<file path="src/rtl/iob_plic_claim_master.sv">
// Claim/complete sequencer for iob_plic targets: claims over an IOb master port,
// hands the source ID to the core, then writes it back on completion.
module iob_plic_claim_master #(
   parameter int ADDR_W = 16,
   parameter int DATA_W = 32,
   parameter int SOURCES = 8,
   parameter int TARGETS = 2,
   parameter logic [ADDR_W-1:0] CLAIM_BASE = 16'h0200,
   parameter logic [ADDR_W-1:0] CLAIM_STRIDE = 16'h0008,
   localparam int ID_W = $clog2(SOURCES + 1),
   localparam int TGT_W = (TARGETS > 1) ? $clog2(TARGETS) : 1
) (
   input  logic                  clk_i,
   input  logic                  rst_i,
   input  logic [TARGETS-1:0]    meip,
   output logic                  iob_avalid,
   output logic [ADDR_W-1:0]     iob_addr,
   output logic [DATA_W-1:0]     iob_wdata,
   output logic [DATA_W/8-1:0]   iob_wstrb,
   input  logic                  iob_ready,
   input  logic                  iob_rvalid,
   input  logic [DATA_W-1:0]     iob_rdata,
   output logic                  irq_valid,
   output logic [TGT_W-1:0]      irq_target,
   output logic [ID_W-1:0]       irq_id,
   input  logic                  irq_ready,
   input  logic                  irq_done,
   output logic                  busy,
   output logic [7:0]            spurious_cnt
);

   typedef enum logic [2:0] {
      IDLE    = 3'd0,
      RD_REQ  = 3'd1,
      RD_WAIT = 3'd2,
      PRESENT = 3'd3,
      SERVICE = 3'd4,
      WR_REQ  = 3'd5
   } state_t;

   // First requesting target strictly after last, wrapping modulo TARGETS.
   function automatic logic [TGT_W-1:0] rr_pick(input logic [TARGETS-1:0] req,
                                                input logic [TGT_W-1:0] last);
      logic [TGT_W-1:0] pick;
      logic             found;
      int               idx;
      pick  = last;
      found = 1'b0;
      for (int i = 1; i <= TARGETS; i++) begin
         idx = (int'(last) + i) % TARGETS;
         if (!found && req[idx[TGT_W-1:0]]) begin
            pick  = idx[TGT_W-1:0];
            found = 1'b1;
         end
      end
      return pick;
   endfunction

   function automatic logic [ADDR_W-1:0] claim_addr(input logic [TGT_W-1:0] tgt);
      return CLAIM_BASE + ADDR_W'(tgt) * CLAIM_STRIDE;
   endfunction

   state_t               state_r, state_s;
   logic [TGT_W-1:0]     cur_tgt_r, cur_tgt_s;
   logic [TGT_W-1:0]     last_tgt_r, last_tgt_s;
   logic [ID_W-1:0]      id_r, id_s;
   logic [7:0]           spur_r, spur_s;
   logic                 rd_fin_s;
   logic [ID_W-1:0]      rd_id_s;
   logic                 avalid_r, avalid_s;
   logic [ADDR_W-1:0]    addr_r, addr_s;
   logic [DATA_W-1:0]    wdata_r, wdata_s;
   logic [DATA_W/8-1:0]  wstrb_r, wstrb_s;
   logic                 irq_valid_r, irq_valid_s;
   logic [TGT_W-1:0]     irq_target_r, irq_target_s;
   logic [ID_W-1:0]      irq_id_r, irq_id_s;
   logic                 busy_r, busy_s;
   logic                 rdata_unused_s;

   assign rdata_unused_s = ^iob_rdata[DATA_W-1:ID_W];
   assign rd_id_s        = iob_rdata[ID_W-1:0];

   // Next-state logic; outputs are computed from the next state so they register in step.
   always_comb begin
      state_s    = state_r;
      cur_tgt_s  = cur_tgt_r;
      last_tgt_s = last_tgt_r;
      id_s       = id_r;
      spur_s     = spur_r;
      rd_fin_s   = 1'b0;

      case (state_r)
         IDLE: begin
            if (|meip) begin
               cur_tgt_s = rr_pick(meip, last_tgt_r);
               state_s   = RD_REQ;
            end else begin
               state_s = IDLE;
            end
         end
         RD_REQ: begin
            if (iob_ready && iob_rvalid) begin
               rd_fin_s = 1'b1;
            end else if (iob_ready) begin
               state_s = RD_WAIT;
            end else begin
               state_s = RD_REQ;
            end
         end
         RD_WAIT: begin
            if (iob_rvalid) begin
               rd_fin_s = 1'b1;
            end else begin
               state_s = RD_WAIT;
            end
         end
         PRESENT: begin
            if (irq_ready) begin
               state_s = SERVICE;
            end else begin
               state_s = PRESENT;
            end
         end
         SERVICE: begin
            if (irq_done) begin
               state_s = WR_REQ;
            end else begin
               state_s = SERVICE;
            end
         end
         WR_REQ: begin
            if (iob_ready) begin
               last_tgt_s = cur_tgt_r;
               state_s    = IDLE;
            end else begin
               state_s = WR_REQ;
            end
         end
         default: begin
            state_s = IDLE;
         end
      endcase

      // ID 0 means nothing was pending: count it and skip the complete write.
      if (rd_fin_s) begin
         id_s = rd_id_s;
         if (rd_id_s == {ID_W{1'b0}}) begin
            spur_s     = (spur_r == 8'd255) ? spur_r : spur_r + 8'd1;
            last_tgt_s = cur_tgt_r;
            state_s    = IDLE;
         end else begin
            state_s = PRESENT;
         end
      end else begin
         id_s = id_r;
      end

      avalid_s     = 1'b0;
      addr_s       = addr_r;
      wdata_s      = wdata_r;
      wstrb_s      = {(DATA_W/8){1'b0}};
      irq_valid_s  = 1'b0;
      irq_target_s = irq_target_r;
      irq_id_s     = irq_id_r;
      busy_s       = (state_s != IDLE);

      case (state_s)
         RD_REQ: begin
            avalid_s = 1'b1;
            addr_s   = claim_addr(cur_tgt_s);
            wdata_s  = {DATA_W{1'b0}};
         end
         PRESENT: begin
            irq_valid_s  = 1'b1;
            irq_target_s = cur_tgt_s;
            irq_id_s     = id_s;
         end
         WR_REQ: begin
            avalid_s = 1'b1;
            addr_s   = claim_addr(cur_tgt_r);
            wdata_s  = DATA_W'(id_r);
            wstrb_s  = {(DATA_W/8){1'b1}};
         end
         default: begin
            avalid_s = 1'b0;
         end
      endcase
   end

   // State and output registers.
   always_ff @(posedge clk_i) begin
      if (rst_i) begin
         state_r      <= IDLE;
         cur_tgt_r    <= {TGT_W{1'b0}};
         last_tgt_r   <= TGT_W'(TARGETS - 1);
         id_r         <= {ID_W{1'b0}};
         spur_r       <= 8'd0;
         avalid_r     <= 1'b0;
         addr_r       <= {ADDR_W{1'b0}};
         wdata_r      <= {DATA_W{1'b0}};
         wstrb_r      <= {(DATA_W/8){1'b0}};
         irq_valid_r  <= 1'b0;
         irq_target_r <= {TGT_W{1'b0}};
         irq_id_r     <= {ID_W{1'b0}};
         busy_r       <= 1'b0;
      end else begin
         state_r      <= state_s;
         cur_tgt_r    <= cur_tgt_s;
         last_tgt_r   <= last_tgt_s;
         id_r         <= id_s;
         spur_r       <= spur_s;
         avalid_r     <= avalid_s;
         addr_r       <= addr_s;
         wdata_r      <= wdata_s;
         wstrb_r      <= wstrb_s;
         irq_valid_r  <= irq_valid_s;
         irq_target_r <= irq_target_s;
         irq_id_r     <= irq_id_s;
         busy_r       <= busy_s;
      end
   end

   assign iob_avalid   = avalid_r;
   assign iob_addr     = addr_r;
   assign iob_wdata    = wdata_r;
   assign iob_wstrb    = wstrb_r;
   assign irq_valid    = irq_valid_r;
   assign irq_target   = irq_target_r;
   assign irq_id       = irq_id_r;
   assign busy         = busy_r;
   assign spurious_cnt = spur_r;

endmodule

</file>
<file path="config.mk">
export PLATFORM = sky130hd
export DESIGN_NAME = iob_plic_claim_master
export DESIGN_NICKNAME = d
export VERILOG_FILES = /design/src/rtl/iob_plic_claim_master.sv
export SDC_FILE = /design/constraint.sdc
export NUM_CORES = 1
export LEC_CHECK = 0
export ABC_CLOCK_PERIOD_IN_PS = 2370
export BUFFER_PORTS_ARGS = -buffer_cell sky130_fd_sc_hd__buf_2
export CAP_MARGIN = 20
export CORE_MARGIN = 3
export CORE_UTILIZATION = 43
export DETAILED_ROUTE_END_ITERATION = 10
export PLACE_DENSITY = 0.76
export SLEW_MARGIN = 20
export SYNTH_ARGS = -nofsm -noshare
export SYNTH_HDL_FRONTEND = slang
export SYNTH_SLANG_ARGS = --single-unit
export TNS_END_PERCENT = 10
</file>
<file path="constraint.sdc">
create_clock -name clk_i -period 2.37 [get_ports clk_i]
set_input_delay 0.474 -clock clk_i [delete_from_list [all_inputs] [get_ports clk_i]]
set_output_delay 0.474 -clock clk_i [all_outputs]
set_load 0.05 [all_outputs]
</file>
==> out/metrics.csv, run 1 <==
metric,value,unit
status,finished clean,
grt_pass1_vias,1037,
port-buffer-count,37,
yosysTopAreaCellShare,35.7,%
die_h,70.6,um
ys_seq_elements,32,
hold_path.class,reg -> reg,
cp.arrival,2.25,ns
p_leak,0.959,nW
crit_type,reg -> reg,
n_antenna_cell,0,
clock_path_buffers,2,
grt_pass1_wl,5110,um
synthTopCellsByArea,"dfxtp_1 36%, buf_4 19%, mux2i_1 5.6%, nor2_1 3.8%, nor2b_1 3.5%",
async_flop_share,0,%
crit_family,simple AND/OR/NAND/NOR gates,
max_slew_margin,60.2,%
antenna_left,0,
slowest_delay,0.57,ns
drive_above_1_share,27.4,%
cts_buffers,5,
drc,0,
layout.cells.non_filler,282,
setup-violations-final,0,
cts.clk_slew.worst_paths,0.07,ns
timing.fmax,0.479,GHz
crit_required,2.53,ns
final.setup.tns,0,ns
period_share,88.1,%
final-hold-violation-count,0,
ctsHoldBuffers,0,
h-tree-depth,2,
critPathBufInv,0,
vias_per_cell,4.54,
die_area,4990,um^2
cts_tree,yes,
tightest_slew,0.594,ns
crit_chain,nor2b_1 -> o211ai_1 -> nor4_1 -> xnor2_1 -> nor2_1,
final_common_cell,conb_1,
clockRootBuffer,clkbuf_8,
end_kind,register,
crit_path_max_fanout,11,
maxCapViolCount,0,
area_delta_synth_final,9.34,%
seq_area_frac_synth,35.7,%
r2r_setup_slack,0.28,ns
crit_slowest_cell,dfxtp_1,
final_cell_mix,"42 x conb_1, 37 x buf_2, 32 x dfxtp_1",
synth.largest_area_cell,dfxtp_1,
postSynthCellCount,195,
postSynthAreaPerCell,9.21,um^2
drv_slew,0,
whs,0.463,ns
gp_congestion,0.808,
start_util,46.6,%
wl_per_cell,11.5,um
drt-total-wl,3260,um
min_period,2.09,ns
synth_ff_type,dfxtp_1,
rsz0062_at_grt,no,
ys_types,44,
num_rows,22,
grtUsageTotal,12.9,%
firstDrtPassIters,5,
antenna_found_initial,0,
synth_edf_count,0,
grt_remaining_overflow,0,
initialDrtViolationCount,39,
hpwl,2390,um
post_cts_buffers,0,
vdd_drop_max,0.645,mV
start_kind,register,
layout.nets,274,
io_pins,108,
insertion_delay,0.29,ns
num_vias,1281,
cts_resized,0,
finClkSkew,0.00925,ns
p_per_area,780,nW/um^2
die_w,70.6,um
core-area,3850,um^2
yosys_warnings,0,
syn_area,1800,um^2
grt_max_degree,31,
num-fill-cells,367,
cts_sinks,32,
post-place-cells,274,
-- registers in the layout, indices dropped and copies added, names as in the netlist --
name and count:
iob_addr 2, irq_target 1, state_r 3, iob_avalid 1, iob_wstrb 1, cur_tgt_r 1, spurious_cnt 8, busy 1
iob_wdata 4, irq_valid 1, last_tgt_r 1, irq_id 4, id_r 4
-- per-stage QoR --
stage	instance area, um^2	setup slack (ns)	utilization (%)	power, W
6_report	1960	0.281	50.9	0.00153
5_1_grt	1960	0.120	50.9	0.00160
4_1_cts	1960	0.280	50.9	0.00154
3_5_place_dp	1850	0.164	48.1	0.00102
3_3_place_gp	1850	0.176	48.1	0.00102
2_1_floorplan	1950	0.473	-	0.00102
-- cell families after synthesis --
kind of cell / synth area share (%)
fa+ha+maj: 0.697
compound gates: 9.97
simple gates: 18.9
buf+inv: 21.6
flops: 35.7
mux: 9.55
xor+xnor: 3.41
other cells: 0.209
-- synth_stat cells (2+ instances only) --
library cell  instances
clkbuf_1              3
nand4_1               2
xnor2_1               7
nor2b_1              10
nand2b_1              5
nand2_1              12
nor3_1                3
dfxtp_1              32
nor2_2                2
inv_1                 4
mux2_2                5
o211a_1               2
mux2i_1              10
nor4_1                3
a21oi_1               2
buf_4                46
nor2_1               18
nand3_1               3
-- cell type report --
cell class	count	area [um^2]	share of cell area, %
flip-flops and latches	32	641	32.6
clock buffers	5	68.8	3.51
well taps	48	60.1	3.06
clock inverters	3	42.5	2.17
repair buffers	41	215	11.0
multi-input cells	149	921	46.9
inverters	4	15.0	0.765
-- worst reg2reg max path: stages, from the launching register on --
cell and delay [ns]:
dfxtp_1 0.57, nor2b_1 0.36, o211ai_1 0.29, nor4_1 0.52, xnor2_1 0.17, nor2_1 0.05
-- final timing paths --
kind / startpoint / endpoint / depth (start not counted)
max reg2reg: state_r[1] / spurious_cnt[5] / 5
min reg2reg: id_r[0] / iob_wdata[0] / 2
max: state_r[1] / spurious_cnt[5] / 5
min: id_r[0] / iob_wdata[0] / 2
-- metal layers --
| metal | global-route usage [%] | vias to the layer above | wire [um] |
|---|---|---|---|
| met3 | 4.69 | 6 | 282 |
| li1 | - | 641 | - |
| met2 | 18.8 | 57 | 1480 |
| met4 | 6.89 | 0 | 67 |
| met5 | 0 | - | 0 |
| met1 | 16.7 | 577 | 1430 |
-- power breakdown --
group / internal (W) / switching, W / leakage (nW)
Sequential: 0.000567 / 0.0000250 / 0.260
Clock: 0.000311 / 0.000212 / 0.0541
Combinational: 0.000105 / 0.000310 / 0.645
Note: power is estimated with default switching activity, not from simulation.
==> run 2, diff against run 1 <==
- BUFFER_PORTS_ARGS: -buffer_cell sky130_fd_sc_hd__buf_2 -> -buffer_cell sky130_fd_sc_hd__buf_4
==> run 2 against run 1 <==
Critical path depth is 1 lower. First-iteration DRC count is 18% lower. Die area stayed put. Total power is 0.50% higher. Maximum frequency is 1.9% lower.
==> out/metrics.csv, run 2 (synthesis gave the netlist of run 1 again) <==
metric,value,unit,change
status,finished clean,,unchanged
num-fill-cells,361,,was 367
io_pins,108,,unchanged
core-area,3850,um^2,unchanged
start_kind,register,,unchanged
final.setup.tns,0,ns,unchanged
antenna_left,0,,unchanged
crit_slowest_cell,dfxtp_1,,unchanged
drc,0,,unchanged
crit_required,2.54,ns,was 2.53 ns
ff2ff_path_depth,4,,was 5
ctsHoldBuffers,0,,unchanged
hold-path-cell-count,2,,unchanged
final_common_cell,conb_1,,unchanged
stdcell_area,2050,um^2,was 1960 um^2
tightest_slew,0.576,ns,was 0.594 ns
port-buffer-count,37,,unchanged
regToRegStartpoint,state_r[1],,unchanged
die_w,70.6,um,unchanged
antenna_found_initial,0,,unchanged
num_rows,22,,unchanged
grt_pass1_vias,1103,,"was 1,037"
start_util,46.6,%,unchanged
critPathBufInv,0,,unchanged
slowest_delay,0.59,ns,was 0.57 ns
cp.arrival,2.30,ns,was 2.25 ns
finClkSkew,0.00434,ns,was 0.00925 ns
rsz0062_at_grt,no,,unchanged
cts_sinks,32,,unchanged
die_area,4990,um^2,unchanged
maxCapViolCount,0,,unchanged
grtUsageTotal,12.6,%,was 12.9%
hp-start,id_r[2],,was id_r[0]
clockRootBuffer,clkbuf_8,,unchanged
cts_buffers,5,,unchanged
power_frac_clock,33.1,%,was 34.1%
insertion_delay,0.28,ns,was 0.29 ns
grt_remaining_overflow,0,,unchanged
p_per_area,750,nW/um^2,was 780 nW/um^2
holdPathEnd,iob_wdata[2],,was iob_wdata[0]
drive_above_1_share,26.9,%,was 27.4%
cts_tree,yes,,unchanged
crit_family,compound AO/OA/AOI/OAI gates,,was simple AND/OR/NAND/NOR gates
seq_power_share,38.7,%,about the same
vdd_drop_max,0.518,mV,was 0.645 mV
drt-total-wl,3250,um,was 3260 um
timing.fmax,0.470,GHz,was 0.479 GHz
p_int,0.00100,W,was 0.000984 W
n_antenna_cell,0,,unchanged
final-hold-violation-count,0,,unchanged
cts_resized,0,,unchanged
grt_pass1_wl,5010,um,was 5110 um
hpwl,2420,um,was 2390 um
die_h,70.6,um,unchanged
setup-violations-final,0,,unchanged
post_dp_cell_area,1940,um^2,was 1850 um^2
gp_congestion,0.809,,was 0.808
largest_register_ffs,8,,unchanged
drv_slew,0,,unchanged
max_slew_margin,61.5,%,was 60.2%
num_vias,1288,,"was 1,281"
clock_path_buffers,2,,unchanged
power_switching,0.000538,W,was 0.000548 W
area_delta_synth_final,14.3,%,was 9.34%
r2r_setup_slack,0.24,ns,was 0.28 ns
initialDrtViolationCount,32,,was 39
grt_max_degree,31,,unchanged
cts.clk_slew.worst_paths,0.07,ns,about the same
switching_share,35.0,%,was 35.8%
r2r-end,irq_id[1],,was spurious_cnt[5]
min_period,2.13,ns,was 2.09 ns
pwr-share-comb,28.2,%,was 27.2%
end_kind,register,,unchanged
vias_per_cell,4.57,,was 4.54
crit_type,reg -> reg,,unchanged
h-tree-depth,2,,unchanged
firstDrtPassIters,4,,was 5
crit_path_max_fanout,11,,unchanged
wl_per_cell,11.5,um,about the same
hold_path.class,reg -> reg,,unchanged
p_leak,0.968,nW,was 0.959 nW
final_cell_mix,"42 x conb_1, 41 x buf_4, 32 x dfxtp_1",,"was 42 x conb_1, 37 x buf_2, 32 x dfxtp_1"
post_cts_buffers,0,,unchanged
crit_chain,and2b_1 -> a221oi_2 -> o32a_1 -> mux2_2,,was nor2b_1 -> o211ai_1 -> nor4_1 -> xnor2_1 -> nor2_1
layout.nets,274,,unchanged
period_share,89.8,%,was 88.1%
-- run 2: cell count changes in the layout (fill, tap and decap cells not counted) --
cell	delta
buf_4	+37
buf_2	-37
clkbuf_1	+1
clkinvlp_4	-1
-- run 2: power by group through the flow --
| stage | clock network (W) | registers (W) | logic, W |
|---|---|---|---|
| after floorplan | 0 | 0.000656 | 0.000360 |
| after global placement | 0 | 0.000605 | 0.000432 |
| after detailed placement | 0 | 0.000607 | 0.000433 |
| after CTS | 0.000519 | 0.000595 | 0.000434 |
| after global routing | 0.000544 | 0.000600 | 0.000455 |
| final | 0.000510 | 0.000595 | 0.000434 |
-- run 2: metrics by stage --
step                hold slack [ns]  setup slack (ns)  cells  total power (W)  utilization (%)
floorplan                     0.438             0.473    236          0.00102                -
global route                  0.481             0.135    282          0.00160             53.2
detailed placement            0.458             0.151    274          0.00104             50.5
global placement              0.447             0.178    274          0.00104             50.5
CTS                           0.462             0.232    282          0.00155             53.2
finish                        0.460             0.241    282          0.00154             53.2
-- run 2: worst max-delay path by stage --
stage                     startpoint   endpoint  cells past startpoint
after floorplan           iob_rvalid  irq_id[0]                      5
after global placement    iob_rvalid  irq_id[3]                      6
after detailed placement  iob_rvalid  irq_id[1]                      6
after CTS                 state_r[1]  irq_id[1]                      4
after global routing      state_r[1]  irq_id[1]                      4
final                     state_r[1]  irq_id[1]                      4
-- run 2: area by class of cell --
cell class | instances | area [um^2] | share of cell area [%]
clock inverter | 2 | 35.0 | 1.71
tap | 48 | 60.1 | 2.93
inverter | 4 | 15.0 | 0.732
timing repair buffer | 41 | 308 | 15.0
sequential | 32 | 641 | 31.2
clock buffer | 6 | 72.6 | 3.54
multi-input combinational | 149 | 921 | 44.9
-- run 2: worst min-delay path: cells and delay by family (launching register included) --
family	cells	cell delay, ns
AND/OR/NAND/NOR	1	0.05
multiplexers	1	0.05
flip-flops	1	0.31
-- run 2: layer usage --
| metal | share of wire [%] | GRT usage [%] | up-vias |
|---|---|---|---|
| met1 | 44 | 15.3 | 584 |
| met2 | 47 | 19.6 | 52 |
| met4 | 2.3 | 8.14 | 0 |
| met5 | 0 | 0 | - |
| li1 | - | - | 644 |
| met3 | 7.4 | 3.13 | 8 |
==> run 3, diff against run 2 <==
- REMOVE_ABC_BUFFERS: unset -> 1
==> run 3 against run 2 <==
Clock skew is 0.00091 ns lower. Count of clock-buffer cells in the layout unchanged. Global-route usage is 0.31 points higher. Sequential power barely moved. Maximum frequency down 0.86%. Critical path depth did not move. First-iteration DRC count grew to 2.8 times the previous value. Non-clock buffer count is the same. Largest cell class unchanged.
==> out/metrics.csv, run 3 (synthesis gave the netlist of run 1 again) <==
metric,value,unit,change
layout.nets,274,,unchanged
p_leak,0.954,nW,was 0.968 nW
hp-start,id_r[2],,unchanged
p_total,0.00141,W,was 0.00154 W
drt-total-wl,3150,um,was 3250 um
post_cts_buffers,0,,unchanged
h-tree-depth,2,,unchanged
switching_share,37.0,%,was 35.0%
max_slew_margin,60.8,%,was 61.5%
ctsHoldBuffers,0,,unchanged
start_util,46.6,%,unchanged
p_per_area,698,nW/um^2,was 750 nW/um^2
p_int,0.000889,W,was 0.00100 W
timing.final.ws_setup,0.222,ns,was 0.241 ns
final_cell_mix,"42 x conb_1, 41 x buf_4, 32 x dfxtp_1",,unchanged
die_h,70.6,um,unchanged
num-fill-cells,373,,was 361
grt_remaining_overflow,0,,unchanged
area_delta_synth_final,12.6,%,was 14.3%
final_common_cell,conb_1,,unchanged
io_pins,108,,unchanged
drive_above_1_share,26.6,%,was 26.9%
power_frac_clock,27.1,%,was 33.1%
grt_pass1_vias,1117,,"was 1,103"
grt_max_degree,31,,unchanged
wl_per_cell,11.2,um,was 11.5 um
slowest_delay,0.58,ns,was 0.59 ns
status,finished clean,,unchanged
final.setup.tns,0,ns,unchanged
cts.clk_slew.worst_paths,0.06,ns,was 0.07 ns
grtUsageTotal,12.9,%,was 12.6%
cts_buffers,5,,unchanged
regToRegStartpoint,state_r[1],,unchanged
num_rows,22,,unchanged
end_kind,register,,unchanged
initialDrtViolationCount,89,,was 32
stdcell_area,2020,um^2,was 2050 um^2
cts_resized,0,,unchanged
gp_congestion,0.825,,was 0.809
crit_family,compound AO/OA/AOI/OAI gates,,unchanged
finClkSkew,0.00343,ns,was 0.00434 ns
whs,0.464,ns,was 0.460 ns
pwr-share-comb,30.7,%,was 28.2%
crit_start,state_r[1],,unchanged
pre_cts_ws,0.115,ns,was 0.151 ns
timing.fmax,0.466,GHz,was 0.470 GHz
n_antenna_cell,0,,unchanged
clock_path_buffers,2,,unchanged
crit_slowest_cell,dfxtp_1,,unchanged
insertion_delay,0.28,ns,about the same
vias_per_cell,4.51,,was 4.57
largest_register_ffs,8,,unchanged
crit_path_max_fanout,11,,unchanged
die_w,70.6,um,unchanged
hpwl,2370,um,was 2420 um
rsz0062_at_grt,no,,unchanged
grt_pass1_wl,5130,um,was 5010 um
core-area,3850,um^2,unchanged
crit_required,2.53,ns,was 2.54 ns
period_share,90.6,%,was 89.8%
vdd_drop_max,0.417,mV,was 0.518 mV
start_kind,register,,unchanged
clockRootBuffer,clkbuf_8,,unchanged
maxCapViolCount,0,,unchanged
cp.arrival,2.31,ns,was 2.30 ns
seq_power_share,42.2,%,was 38.7%
hold_path.class,reg -> reg,,unchanged
crit_type,reg -> reg,,unchanged
post_dp_cell_area,1940,um^2,unchanged
crit_chain,and2b_1 -> a221oi_2 -> o32a_1 -> mux2_2,,unchanged
power_switching,0.000522,W,was 0.000538 W
min_period,2.15,ns,was 2.13 ns
setup-violations-final,0,,unchanged
drv_slew,0,,unchanged
cts_sinks,32,,unchanged
firstDrtPassIters,4,,unchanged
tightest_slew,0.586,ns,was 0.576 ns
die_area,4990,um^2,unchanged
antenna_found_initial,0,,unchanged
port-buffer-count,37,,unchanged
antenna_left,0,,unchanged
critPathBufInv,0,,unchanged
num_vias,1268,,"was 1,288"
cts_tree,yes,,unchanged
final-hold-violation-count,0,,unchanged
drc,0,,unchanged
-- run 3: cell count changes in the layout (fill, tap and decap cells not counted) --
cell and change:
bufinv_16 -1
-- run 3: layout make-up --
type	instances	area, um^2	share of cell area (%)
inverters	4	15.0	0.743
well taps	48	60.1	2.97
flip-flops and latches	32	641	31.7
multi-input cells	149	921	45.5
repair buffers	41	308	15.2
clock inverters	1	5.00	0.248
clock buffers	6	72.6	3.59
-- run 3: worst paths after layout --
path                  end  cells past startpoint  slack [ns]
min          iob_wdata[2]                      2        0.46
max reg2reg     irq_id[2]                      4        0.22
max             irq_id[2]                      4        0.22
min reg2reg  iob_wdata[2]                      2        0.46
-- run 3: per-layer routing --
layer	global-route usage [%]	wire length [um]	up-vias
met3	5.40	268	2
met2	20.0	1400	53
li1	-	-	642
met5	0	0	-
met4	5.01	16	0
met1	15.9	1470	571
-- run 3: power groups by stage --
stage / Sequential, W / Clock, W / Combinational [W]
after CTS: 0.000595 / 0.000401 / 0.000433
after global placement: 0.000606 / 0 / 0.000430
after global routing: 0.000599 / 0.000424 / 0.000457
after floorplan: 0.000669 / 0 / 0.000277
final: 0.000595 / 0.000382 / 0.000433
after detailed placement: 0.000607 / 0 / 0.000433
-- run 3: through the flow --
step                std cells  utilization (%)
finish                    281             52.5
global route              281             52.5
CTS                       281             52.5
detailed placement        274             50.5
global placement          274             50.5
floorplan                 185                -
-- run 3: worst min-delay path: cells and delay by family (launching register included) --
kind / cells / cell delay, ns
muxes: 1 / 0.06
and+or+nand+nor: 1 / 0.06
DFF: 1 / 0.31
